### src/rtl/a_wb_pkg.sv
// ============================================================================
// Module      : a_wb_pkg
// Description : Shared constants for the A-result writeback slice.
// Revision    : 1.0 - initial release
// ============================================================================
`default_nettype none

package a_wb_pkg;

    localparam int AW_DEFAULT = 24;
    localparam int NREG       = 8;
    localparam int SRC_W      = 4;

    localparam logic [SRC_W-1:0] SRC_IMM = 4'd0;
    localparam logic [SRC_W-1:0] SRC_S   = 4'd1;
    localparam logic [SRC_W-1:0] SRC_ADD = 4'd2;
    localparam logic [SRC_W-1:0] SRC_MUL = 4'd3;
    localparam logic [SRC_W-1:0] SRC_POP = 4'd4;
    localparam logic [SRC_W-1:0] SRC_MEM = 4'd5;
    localparam logic [SRC_W-1:0] SRC_B   = 4'd6;

    function automatic logic src_defined(input logic [SRC_W-1:0] src);
        return (src <= SRC_B);
    endfunction

endpackage

`default_nettype wire

### src/rtl/a_result_writeback_if.sv
// ============================================================================
// Module      : a_result_writeback_if
// Description : Result-bus, operand and read-port bundle for A writeback.
// Revision    : 1.0 - initial release
// ============================================================================
`default_nettype none

interface a_result_writeback_if #(
    parameter int AW = 24
);
    logic          i_cip_vld;
    logic          i_result_en;
    logic [3:0]    i_result_src;
    logic [2:0]    i_result_dest;
    logic [AW-1:0] i_imm;
    logic [AW-1:0] i_s_data;
    logic [AW-1:0] i_add_res;
    logic [AW-1:0] i_mul_res;
    logic [AW-1:0] i_pop_res;
    logic [AW-1:0] i_b_data;
    logic [AW-1:0] i_mem_data;
    logic          i_mem_vld;
    logic [2:0]    i_rd_i;
    logic [2:0]    i_rd_j;
    logic [2:0]    i_rd_k;
    logic [AW-1:0] o_a_i;
    logic [AW-1:0] o_a_j;
    logic [AW-1:0] o_a_k;
    logic [AW-1:0] o_a0;
    logic [1:0]    o_hold_cnt;
    logic          o_err_src;
    logic          o_err_mem;

    modport master (
        output i_cip_vld, i_result_en, i_result_src, i_result_dest,
               i_imm, i_s_data, i_add_res, i_mul_res, i_pop_res, i_b_data,
               i_mem_data, i_mem_vld, i_rd_i, i_rd_j, i_rd_k,
        input  o_a_i, o_a_j, o_a_k, o_a0, o_hold_cnt, o_err_src, o_err_mem
    );

    modport slave (
        input  i_cip_vld, i_result_en, i_result_src, i_result_dest,
               i_imm, i_s_data, i_add_res, i_mul_res, i_pop_res, i_b_data,
               i_mem_data, i_mem_vld, i_rd_i, i_rd_j, i_rd_k,
        output o_a_i, o_a_j, o_a_k, o_a0, o_hold_cnt, o_err_src, o_err_mem
    );

endinterface

`default_nettype wire

### src/rtl/a_hold_fifo.sv
// ============================================================================
// Module      : a_hold_fifo
// Description : 2-entry shift FIFO holding early memory loads until commit.
// Revision    : 1.0 - initial release
// ============================================================================
`default_nettype none

module a_hold_fifo #(
    parameter int AW = 24
) (
    input  wire logic          clk,
    input  wire logic          rst,
    input  wire logic          push_i,
    input  wire logic [AW-1:0] push_data_i,
    input  wire logic          pop_i,
    output logic      [AW-1:0] pop_data_o,
    output logic      [1:0]    count_o,
    output logic               overflow_o,
    output logic               underflow_o
);

    logic [AW-1:0] mem_q [2];
    logic [1:0]    count_q;

    // Entry 0 is always the head; an empty pop returns zero.
    assign pop_data_o  = (count_q != 2'd0) ? mem_q[0] : '0;
    assign count_o     = count_q;
    assign overflow_o  = push_i && !pop_i && (count_q == 2'd2);
    assign underflow_o = pop_i && (count_q == 2'd0);

    always_ff @(posedge clk) begin
        if (rst) begin
            count_q  <= 2'd0;
            mem_q[0] <= '0;
            mem_q[1] <= '0;
        end else begin
            case (count_q)
                2'd0: begin
                    if (push_i) begin
                        mem_q[0] <= push_data_i;
                        count_q  <= 2'd1;
                    end
                end
                2'd1: begin
                    if (push_i && pop_i) begin
                        mem_q[0] <= push_data_i;
                    end else if (push_i) begin
                        mem_q[1] <= push_data_i;
                        count_q  <= 2'd2;
                    end else if (pop_i) begin
                        count_q  <= 2'd0;
                    end
                end
                2'd2: begin
                    if (push_i && pop_i) begin
                        mem_q[0] <= mem_q[1];
                        mem_q[1] <= push_data_i;
                    end else if (pop_i) begin
                        mem_q[0] <= mem_q[1];
                        count_q  <= 2'd1;
                    end
                end
                default: count_q <= 2'd0;
            endcase
        end
    end

endmodule

`default_nettype wire

### src/rtl/a_result_writeback.sv
// ============================================================================
// Module      : a_result_writeback
// Description : A-register file writeback from the scheduled result bus.
// Revision    : 1.0 - initial release
// ============================================================================
`default_nettype none

module a_result_writeback
    import a_wb_pkg::*;
#(
    parameter int AW = AW_DEFAULT
) (
    input  wire logic         clk,
    input  wire logic         rst,
    a_result_writeback_if.slave bus
);

    logic [AW-1:0] a_q [NREG];
    logic          err_src_q;
    logic          err_mem_q;

    logic          w_commit;
    logic          w_mem_pop;
    logic [AW-1:0] w_fifo_head;
    logic [AW-1:0] w_wdata;
    logic          w_overflow;
    logic          w_underflow;

    assign w_commit  = bus.i_result_en && bus.i_cip_vld;
    assign w_mem_pop = w_commit && (bus.i_result_src == SRC_MEM);

    a_hold_fifo #(
        .AW (AW)
    ) u_hold_fifo (
        .clk         (clk),
        .rst         (rst),
        .push_i      (bus.i_mem_vld),
        .push_data_i (bus.i_mem_data),
        .pop_i       (w_mem_pop),
        .pop_data_o  (w_fifo_head),
        .count_o     (bus.o_hold_cnt),
        .overflow_o  (w_overflow),
        .underflow_o (w_underflow)
    );

    always_comb begin
        w_wdata = '0;
        case (bus.i_result_src)
            SRC_IMM: w_wdata = bus.i_imm;
            SRC_S:   w_wdata = bus.i_s_data;
            SRC_ADD: w_wdata = bus.i_add_res;
            SRC_MUL: w_wdata = bus.i_mul_res;
            SRC_POP: w_wdata = bus.i_pop_res;
            SRC_MEM: w_wdata = w_fifo_head;
            SRC_B:   w_wdata = bus.i_b_data;
            default: w_wdata = '0;
        endcase
    end

    always_ff @(posedge clk) begin
        if (rst) begin
            for (int r = 0; r < NREG; r++) begin
                a_q[r] <= '0;
            end
            err_src_q <= 1'b0;
            err_mem_q <= 1'b0;
        end else begin
            if (w_commit) begin
                a_q[bus.i_result_dest] <= w_wdata;
            end
            if (w_commit && !src_defined(bus.i_result_src)) begin
                err_src_q <= 1'b1;
            end
            if (w_overflow || w_underflow) begin
                err_mem_q <= 1'b1;
            end
        end
    end

    // Write-first bypass: a committing write is visible on matching read ports now.
    always_comb begin
        bus.o_a_i = a_q[bus.i_rd_i];
        bus.o_a_j = a_q[bus.i_rd_j];
        bus.o_a_k = a_q[bus.i_rd_k];
        bus.o_a0  = a_q[0];
        if (w_commit && (bus.i_result_dest == bus.i_rd_i)) bus.o_a_i = w_wdata;
        if (w_commit && (bus.i_result_dest == bus.i_rd_j)) bus.o_a_j = w_wdata;
        if (w_commit && (bus.i_result_dest == bus.i_rd_k)) bus.o_a_k = w_wdata;
        if (w_commit && (bus.i_result_dest == 3'd0))       bus.o_a0  = w_wdata;
    end

    assign bus.o_err_src = err_src_q;
    assign bus.o_err_mem = err_mem_q;

endmodule

`default_nettype wire

### src/flat_wrapper.sv
// flat-port wrapper written by rule: the top's interface ports become plain ports
module a_result_writeback_flat import a_wb_pkg::*;
#(
    parameter int AW = AW_DEFAULT
)
  (clk, rst, bus_i_cip_vld, bus_i_result_en, bus_i_result_src, bus_i_result_dest, bus_i_imm, bus_i_s_data, bus_i_add_res, bus_i_mul_res, bus_i_pop_res, bus_i_b_data, bus_i_mem_data, bus_i_mem_vld, bus_i_rd_i, bus_i_rd_j, bus_i_rd_k, bus_o_a_i, bus_o_a_j, bus_o_a_k, bus_o_a0, bus_o_hold_cnt, bus_o_err_src, bus_o_err_mem);
  a_result_writeback_if #(.AW(AW)) bus_i ();
  input  wire logic clk;
  input  wire logic rst;
  input wire logic [$bits(bus_i.i_cip_vld)-1:0] bus_i_cip_vld;
  input wire logic [$bits(bus_i.i_result_en)-1:0] bus_i_result_en;
  input wire logic [$bits(bus_i.i_result_src)-1:0] bus_i_result_src;
  input wire logic [$bits(bus_i.i_result_dest)-1:0] bus_i_result_dest;
  input wire logic [$bits(bus_i.i_imm)-1:0] bus_i_imm;
  input wire logic [$bits(bus_i.i_s_data)-1:0] bus_i_s_data;
  input wire logic [$bits(bus_i.i_add_res)-1:0] bus_i_add_res;
  input wire logic [$bits(bus_i.i_mul_res)-1:0] bus_i_mul_res;
  input wire logic [$bits(bus_i.i_pop_res)-1:0] bus_i_pop_res;
  input wire logic [$bits(bus_i.i_b_data)-1:0] bus_i_b_data;
  input wire logic [$bits(bus_i.i_mem_data)-1:0] bus_i_mem_data;
  input wire logic [$bits(bus_i.i_mem_vld)-1:0] bus_i_mem_vld;
  input wire logic [$bits(bus_i.i_rd_i)-1:0] bus_i_rd_i;
  input wire logic [$bits(bus_i.i_rd_j)-1:0] bus_i_rd_j;
  input wire logic [$bits(bus_i.i_rd_k)-1:0] bus_i_rd_k;
  output wire logic [$bits(bus_i.o_a_i)-1:0] bus_o_a_i;
  output wire logic [$bits(bus_i.o_a_j)-1:0] bus_o_a_j;
  output wire logic [$bits(bus_i.o_a_k)-1:0] bus_o_a_k;
  output wire logic [$bits(bus_i.o_a0)-1:0] bus_o_a0;
  output wire logic [$bits(bus_i.o_hold_cnt)-1:0] bus_o_hold_cnt;
  output wire logic [$bits(bus_i.o_err_src)-1:0] bus_o_err_src;
  output wire logic [$bits(bus_i.o_err_mem)-1:0] bus_o_err_mem;
  assign bus_i.i_cip_vld = bus_i_cip_vld;
  assign bus_i.i_result_en = bus_i_result_en;
  assign bus_i.i_result_src = bus_i_result_src;
  assign bus_i.i_result_dest = bus_i_result_dest;
  assign bus_i.i_imm = bus_i_imm;
  assign bus_i.i_s_data = bus_i_s_data;
  assign bus_i.i_add_res = bus_i_add_res;
  assign bus_i.i_mul_res = bus_i_mul_res;
  assign bus_i.i_pop_res = bus_i_pop_res;
  assign bus_i.i_b_data = bus_i_b_data;
  assign bus_i.i_mem_data = bus_i_mem_data;
  assign bus_i.i_mem_vld = bus_i_mem_vld;
  assign bus_i.i_rd_i = bus_i_rd_i;
  assign bus_i.i_rd_j = bus_i_rd_j;
  assign bus_i.i_rd_k = bus_i_rd_k;
  assign bus_o_a_i = bus_i.o_a_i;
  assign bus_o_a_j = bus_i.o_a_j;
  assign bus_o_a_k = bus_i.o_a_k;
  assign bus_o_a0 = bus_i.o_a0;
  assign bus_o_hold_cnt = bus_i.o_hold_cnt;
  assign bus_o_err_src = bus_i.o_err_src;
  assign bus_o_err_mem = bus_i.o_err_mem;
  a_result_writeback #(.AW(AW)) u_core (.clk(clk), .rst(rst), .bus(bus_i));
endmodule
### config.mk
export PLATFORM = sky130hd
export DESIGN_NAME = a_result_writeback_flat
export DESIGN_NICKNAME = d
export VERILOG_FILES = /design/src/rtl/a_wb_pkg.sv /design/src/rtl/a_result_writeback_if.sv /design/src/rtl/a_hold_fifo.sv /design/src/rtl/a_result_writeback.sv /design/src/flat_wrapper.sv
export SDC_FILE = /design/constraint.sdc
export NUM_CORES = 1
export LEC_CHECK = 0
export CAP_MARGIN = 20
export CORE_AREA = 2 2 192 194
export CTS_CLUSTER_DIAMETER = 80
export DETAILED_ROUTE_END_ITERATION = 6
export DIE_AREA = 0 0 194 196
export GPL_TIMING_DRIVEN = 0
export PLACE_DENSITY_LB_ADDON = 0.08
export SKIP_LAST_GASP = 1
export SYNTH_ARGS = -nofsm -noshare
export SYNTH_HDL_FRONTEND = slang
export SYNTH_SLANG_ARGS = --single-unit
### constraint.sdc
create_clock -name clk -period 2.24 [get_ports clk]
set_clock_uncertainty 0.1 [all_clocks]
set_input_delay 0.336 -clock clk [delete_from_list [all_inputs] [get_ports clk]]
set_output_delay 0.336 -clock clk [all_outputs]
set_load 0.005 [all_outputs]
==> impl_results.md, run 1 <==
- Int Pwr: roughly 9.5 mW
- Power Total: 13.4 mW
- Die width: just under 200 um
- Leakage Power: 8.56 nW
- Clock power share: 0.332
- Initial antenna violation count: 2
- Switch Pwr: 3.87 mW
- CP Capture Type: output pin
- Final Critical Period: about 2.8 ns
- Status: complete, but fails checks
- Vias in the first global route: 15208
- Post-layout util: 0.665
- Critical Path Start Type: register
- Final hold viol count: 0
- Via-to-Cell Ratio: 6.51
- Worst rel slew slack: 0.382
- Reg clk slew, reported paths: 0.06 ns
- PortBufs: roughly 280
- Std-Cell Core Area: 36100 um2
- Final Hold Slack: 0.377 ns
- YS warnings: 0
- Die height: just under 200 um
- Root buf cell: clkbuf_16
- Failing checks: setup timing
- Unrepaired setup endpoints after global routing: yes
- Share of cells above drive strength 1: 0.471
- GRT Total Usage: 0.363
- Synth Register Bits: 244
- Area after DPL: 19400 um2
- CTS Buf Count: 29
- I/O pins: around 290
- Via Count: 14853
- Register area share after synthesis: 0.458
- Seq pwr share: 0.404
- Initial Util: 0.441
- Post-synth cell types: 58
- Pre-CTS setup slack: -1.96 ns
- Switching share of power: 0.289
- Pre-antenna DRT Iters: 6
- Area contributors post-synth: edfxtp_1 (45%), mux4_2 (21%), nor2_1 (5.5%), a21oi_1 (4.0%), a211oi_1 (3.7%)
- WL final: between 70000 and 80000 um
- Yosys top cell area share: 0.453
- Dominant cell type by area after synthesis: edfxtp_1
- Final WS setup: -0.543 ns
- Fmax: 359 MHz
- Placed cell count: roughly 2000
- Final setup TNS: -36.32 ns
- Number of flops mapped to enable cells by yosys: 240
- Clk buf depth: 3
- Sink Count: 244
- Main synth FF type: edfxtp_1
- Max VDD drop: 0.000587 V
- PwrDens: 559 nW/um2
- Critical Path Fanout Max: 4
- DP Wirelength: 44900 um
- Post-route design area: about 24000 um2
- Finish-stage setup viols: 96
- Largest net degree at the start of global routing: 25
- First-pass GRT wire length: 101000 um
- RD Place Congestion: roughly 0.90
- Layout Cells excl Fill: ~2300
- Worst path required time: 1.80 ns
- Netlist Area Pre-Place: 15900 um2
- Period utilisation layout: 1.24
- CTS tree: built
- Syn Inst Count: roughly 1300
- Synthesis-to-layout area growth: 50.6%
- Comb pwr share: 0.264
- Final Slew Violations: 0
- Gr ovfl total: 0
- Routed Antenna Nets: 0
- Tightest Hold Check Type: in2reg
- Die area: between 30000 and 40000 um2
- DRT iter0 DRCs: roughly 1700
- Layout Nets: 1980
- Slew @ Worst Pin: 0.927 ns
- Worst skew pair latency: 0.55 ns
- Worst endpoint data arrival time: 2.35 ns
- Setup Crit Path Kind: reg2out
- CTS H-tree lvls: 1
- Syn Area/Cell: 12.3 um2
- FP Rows: 70
- Post-synth net total: 1488
- Drt wl/cell: 30.9 um
- Max_cap viols: 0
- DRC viols: 0
- Async SR Flop Fraction: 0
[layout make-up]
type | count | area (um2)
diodes | 2 | 5.00
flip-flops and latches | 244 | 7290
repair buffers | 462 | 4060
plain buffers | 146 | 1470
inverters | 1 | 3.75
fillers | 2680 | 12100
multi-input cells | 907 | 9710
clock buffers | 35 | 748
well taps | 468 | 586
clock inverters | 18 | 108
[cells by family (layout without fill, tap and decap cells)]
| group | count (synthesis) | in the layout | synth area share |
|---|---|---|---|
| AO/OA/AOI/OAI | 272 | 272 | 0.117 |
| other | 0 | 2 | 0 |
| XOR/XNOR | 9 | 9 | 0.00495 |
| flip-flops | 244 | 244 | 0.458 |
| AND/OR/NAND/NOR | 442 | 447 | 0.146 |
| buffers and inverters | 153 | 662 | 0.0467 |
| multiplexers | 179 | 179 | 0.228 |
[placed cells by master (no fill, tap or decap), types with 8 or more instances in the layout]
master           count
edfxtp_1           240
nor2_1             223
clkdlybuf4s50_1    174
mux4_2             146
buf_4              121
buf_2              101
buf_6               97
nor2b_1             73
a21oi_2             67
a21oi_4             43
a211oi_1            39
nand3b_1            38
a211oi_2            33
clkbuf_16           33
clkbuf_2            26
and2_1              25
a22o_1              24
clkbuf_1            23
clkbuf_8            17
a21oi_1             17
buf_12              17
mux2i_1             17
buf_8               15
a2111oi_4           13
nand2b_4            12
nor2_4              11
clkbuf_4            10
xor2_1               8
mux2i_4              8
clkinv_2             8
clkinv_1             8
[cells in the mapped netlist (16+ instances only)]
master	instances
nor2_1	234
edfxtp_1	240
a21oi_1	127
a22o_1	24
buf_4	16
clkbuf_1	73
a211oi_1	78
mux2i_1	26
and2_1	25
mux4_2	146
nand3b_1	38
nor2b_1	75
buf_2	51
[critical path: stages, from the launching register on]
cell and delay (ns):
dfxtp_4 0.36, nor2_4 0.13, nor2_4 0.08, buf_16 0.15, buf_4 0.14, a2111oi_4 0.33, buf_4 0.20, buf_6 0.10
buf_8 0.10, a21oi_2 0.06, buf_2 0.14
[flip-flops by register name, indices dropped and copies added (netlist names)]
name and count:
u_core.bus.o_err_src 1, u_core.bus.o_err_mem 1, u_core.u_hold_fifo.mem_q 48, u_core.a_q 192
u_core.u_hold_fifo.count_o 2
[power by group through the flow]
stage / clock (mW) / sequential [mW] / combinational [mW]
after global routing: 4.59 / 5.45 / 3.68
after CTS: 4.43 / 5.42 / 3.29
after detailed placement: 0 / 5.50 / 2.65
final: 4.45 / 5.42 / 3.54
after global placement: 0 / 5.49 / 2.64
after floorplan: 0 / 5.44 / 1.37
[final timing paths]
check / start / endpoint / slack, ns / cells past startpoint
max: u_core.u_hold_fifo.count_o[1] / bus_o_a_k[15] / -0.54 / 10
min: bus_i_mem_data[12] / u_core.u_hold_fifo.mem_q[1][12] / 0.38 / 2
max reg2reg: u_core.u_hold_fifo.count_o[1] / u_core.a_q[7][15] / 0.06 / 10
min reg2reg: u_core.bus.o_err_src / u_core.bus.o_err_src / 0.40 / 2
[timing repair]
item / 4_1_cts / 5_1_grt
setup buffers: 158 / 21
gates cloned: 7 / 3
setup endpoints to repair: 532 / 472
hold buffers: 0 / 0
resized for setup: 954 / 113
pin swaps: 75 / 41
[metal layers]
layer  part of all wire  GRT usage
met5                  0          0
met4              0.057      0.178
met3              0.099     0.0607
met2               0.46      0.580
met1               0.38      0.485
No activity file was read; power rests on OpenSTA's default activity.
==> inputs of run 2 (changes only) <==
--- a/config.mk
+++ b/config.mk
@@ -13,6 +13,7 @@
 export GPL_TIMING_DRIVEN = 0
 export PLACE_DENSITY_LB_ADDON = 0.08
 export SKIP_LAST_GASP = 1
+export SLEW_MARGIN = 20
 export SYNTH_ARGS = -nofsm -noshare
 export SYNTH_HDL_FRONTEND = slang
 export SYNTH_SLANG_ARGS = --single-unit
==> run 2 against run 1 <==
  * The flow still finishes with violations (setup timing)
  * Die area unchanged
  * Highest routed layer unchanged
  * Clock-buffer cell count up 1
  * Largest power group unchanged
  * Cell count is 0.44% higher
  * Fmax is 4.1% higher
  * Sequential cell count stayed put
  * Hold slack worse by 0.0028 ns
  * Via count is 0.27% higher
  * Core utilization up 0.68 points
  * First-iteration DRC count rose by 1.2%
  * Non-clock buffer count rose by 13
  * Critical endpoint is now bus_o_a0[15]
  * Worst setup slack improved by 0.11 ns
==> impl_results.md, run 2 (synthesis results as in run 1) <==
- Synthesis-to-layout area growth: 52.2%
- Routed Antenna Nets: 0
- CTS Buf Count: 29
- PwrDens: between 500 and 600 nW/um2
- Most common cell after layout, fill and taps aside: edfxtp_1
- Period utilisation layout: 1.19
- Leakage Power: 8.65 nW
- FP Rows: 70
- WL final: around 70000 um
- Failing checks: setup timing
- Layout Cells excl Fill: roughly 2300
- Die width: 194 um
- CP cell instances: nor2_4 > nor2_4 > buf_6 > a2111oi_4 > buf_4 > buf_6 > a21oi_4 > buf_2
- Max reg flops: 192
- Post-route design area: 24200 um2
- I/O pins: just under 300
- Unrepaired setup endpoints after global routing: yes
- Tightest Hold Check Type: in2reg
- Fmax: 374 MHz
- Worst skew pair latency: between 0.5 and 0.6 ns
- Area after DPL: 19500 um2
- CP Capture Type: output pin
- Power Total: 13.5 mW
- Pre-antenna DRT Iters: 6
- PortBufs: 282
- First-pass GRT wire length: 100000 um
- Slowest cell delay on critical path: 0.46 ns
- Final WS setup: -0.434 ns
- Status: complete, but fails checks
- Final hold viol count: 0
- GRT Total Usage: 0.359
- Via Count: 14893
- Initial Util: 0.441
- Critical Path Fanout Max: 5
- Setup Crit Path Kind: reg2out
- Worst endpoint data arrival time: 2.24 ns
- Final setup TNS: -30.27 ns
- Worst path required time: 1.80 ns
- Die area: approximately 38000 um2
- Critical Path Start Type: register
- Family with the most delay on the worst path: buffers and inverters
- Clk buf depth: 3
- CP max stage cell: a2111oi_4
- Vias in the first global route: 15200
- DP Wirelength: 45500 um
- Layout Nets: just under 2000
- DRC viols: 0
- Sink Count: 244
- Reg clk slew, reported paths: 0.06 ns
- Initial antenna violation count: 4
- RD Place Congestion: roughly 0.9
- Largest net degree at the start of global routing: 25
- Share of cells above drive strength 1: 0.489
- CTS H-tree lvls: 1
- Std-Cell Core Area: ~36000 um2
- Max_cap viols: 0
- Placed cell count: between 2000 and 2500
- Root buf cell: clkbuf_16
- Worst rel slew slack: 0.358
- Die height: 196 um
- Finish-stage setup viols: 100
- Final Slew Violations: 0
- Via-to-Cell Ratio: between 6 and 7
- Gr ovfl total: 0
- CP bufs+invs: 4
- Final Critical Period: 2.67 ns
- Commonest non-fill, non-tap cells in the layout: edfxtp_1 (240), nor2_1 (223), clkdlybuf4s50_1 (174), mux4_2 (146), buf_4 (131)
- Drt wl/cell: 30.5 um
- CTS tree: built
- Slew @ Worst Pin: slightly below 1 ns
- Max VDD drop: 0.000698 V
- DRT iter0 DRCs: 1756
- Top reg by flops: u_core.a_q
[run 2: changes by cell type in the layout (fill, tap and decap cells not counted), sizes merged]
| cell | previous run | this run |
|---|---|---|
| buf | 353 | 363 |
| diode | 2 | 4 |
| clkinv | 16 | 14 |
| nand2b | 16 | 12 |
| clkbuf | 109 | 112 |
| clkdlybuf4s15 | 0 | 1 |
[run 2: timing repair]
item | CTS | global route
setup buffers | 173 | 31
cloned | 5 | 3
pin swaps | 86 | 58
hold buffers | 0 | 0
endpoints found under the setup margin | 526 | 302
resized for setup | 980 | 135
endpoints found under the hold margin | 0 | 0
[run 2: area by class of cell]
cell class | count | area (um2)
Inverter | 1 | 3.75
Tap cell | 468 | 586
Buffer | 140 | 1430
Antenna cell | 4 | 10.0
Timing Repair Buffer | 481 | 4300
Sequential cell | 244 | 7290
Clock inverter | 16 | 104
Fill cell | 2652 | 11900
Multi-Input combinational cell | 903 | 9750
Clock buffer | 36 | 752
[run 2: stage by stage]
stage | setup WS, ns | hold WS [ns] | utilization
finish | -0.434 | 0.374 | 0.671
global route | -0.458 | 0.373 | 0.671
CTS | -0.566 | 0.312 | 0.657
detailed placement | -1.96 | 0.377 | 0.541
global placement | -1.95 | 0.360 | 0.536
floorplan | -0.0206 | 0.363 | -
[run 2: worst register-to-register path: cells and delay by family, from the launching register on]
kind                   cells  cell delay, ns
AND/OR/NAND/NOR            3            0.28
buffers and inverters      6            0.79
flip-flops                 1            0.36
AO/OA/AOI/OAI              1            0.35
[run 2: final timing paths]
| kind | start | endpoint | slack [ns] | cells after the start |
|---|---|---|---|---|
| setup / recovery | u_core.u_hold_fifo.count_o[1] | bus_o_a0[15] | -0.43 | 8 |
| hold / removal | bus_i_result_dest[2] | u_core.a_q[6][2] | 0.37 | 3 |
| setup reg to reg | u_core.u_hold_fifo.count_o[1] | u_core.a_q[3][0] | 0.08 | 10 |
| hold reg to reg | u_core.bus.o_err_mem | u_core.bus.o_err_mem | 0.40 | 1 |
[run 2: layer usage]
metal,vias to the layer above,share of wire,wire (um),GRT usage
li1,6079,-,-,-
met1,7465,0.38,26300,0.482
met2,1097,0.47,32600,0.577
met3,252,0.10,7050,0.0528
met4,0,0.057,4020,0.173
met5,-,0,0,0
[run 2: where the power goes]
part	internal, mW	switching [mW]
Clock	2.48	1.96
Combinational	1.85	1.74
Sequential	5.26	0.163
Total	9.59	3.86
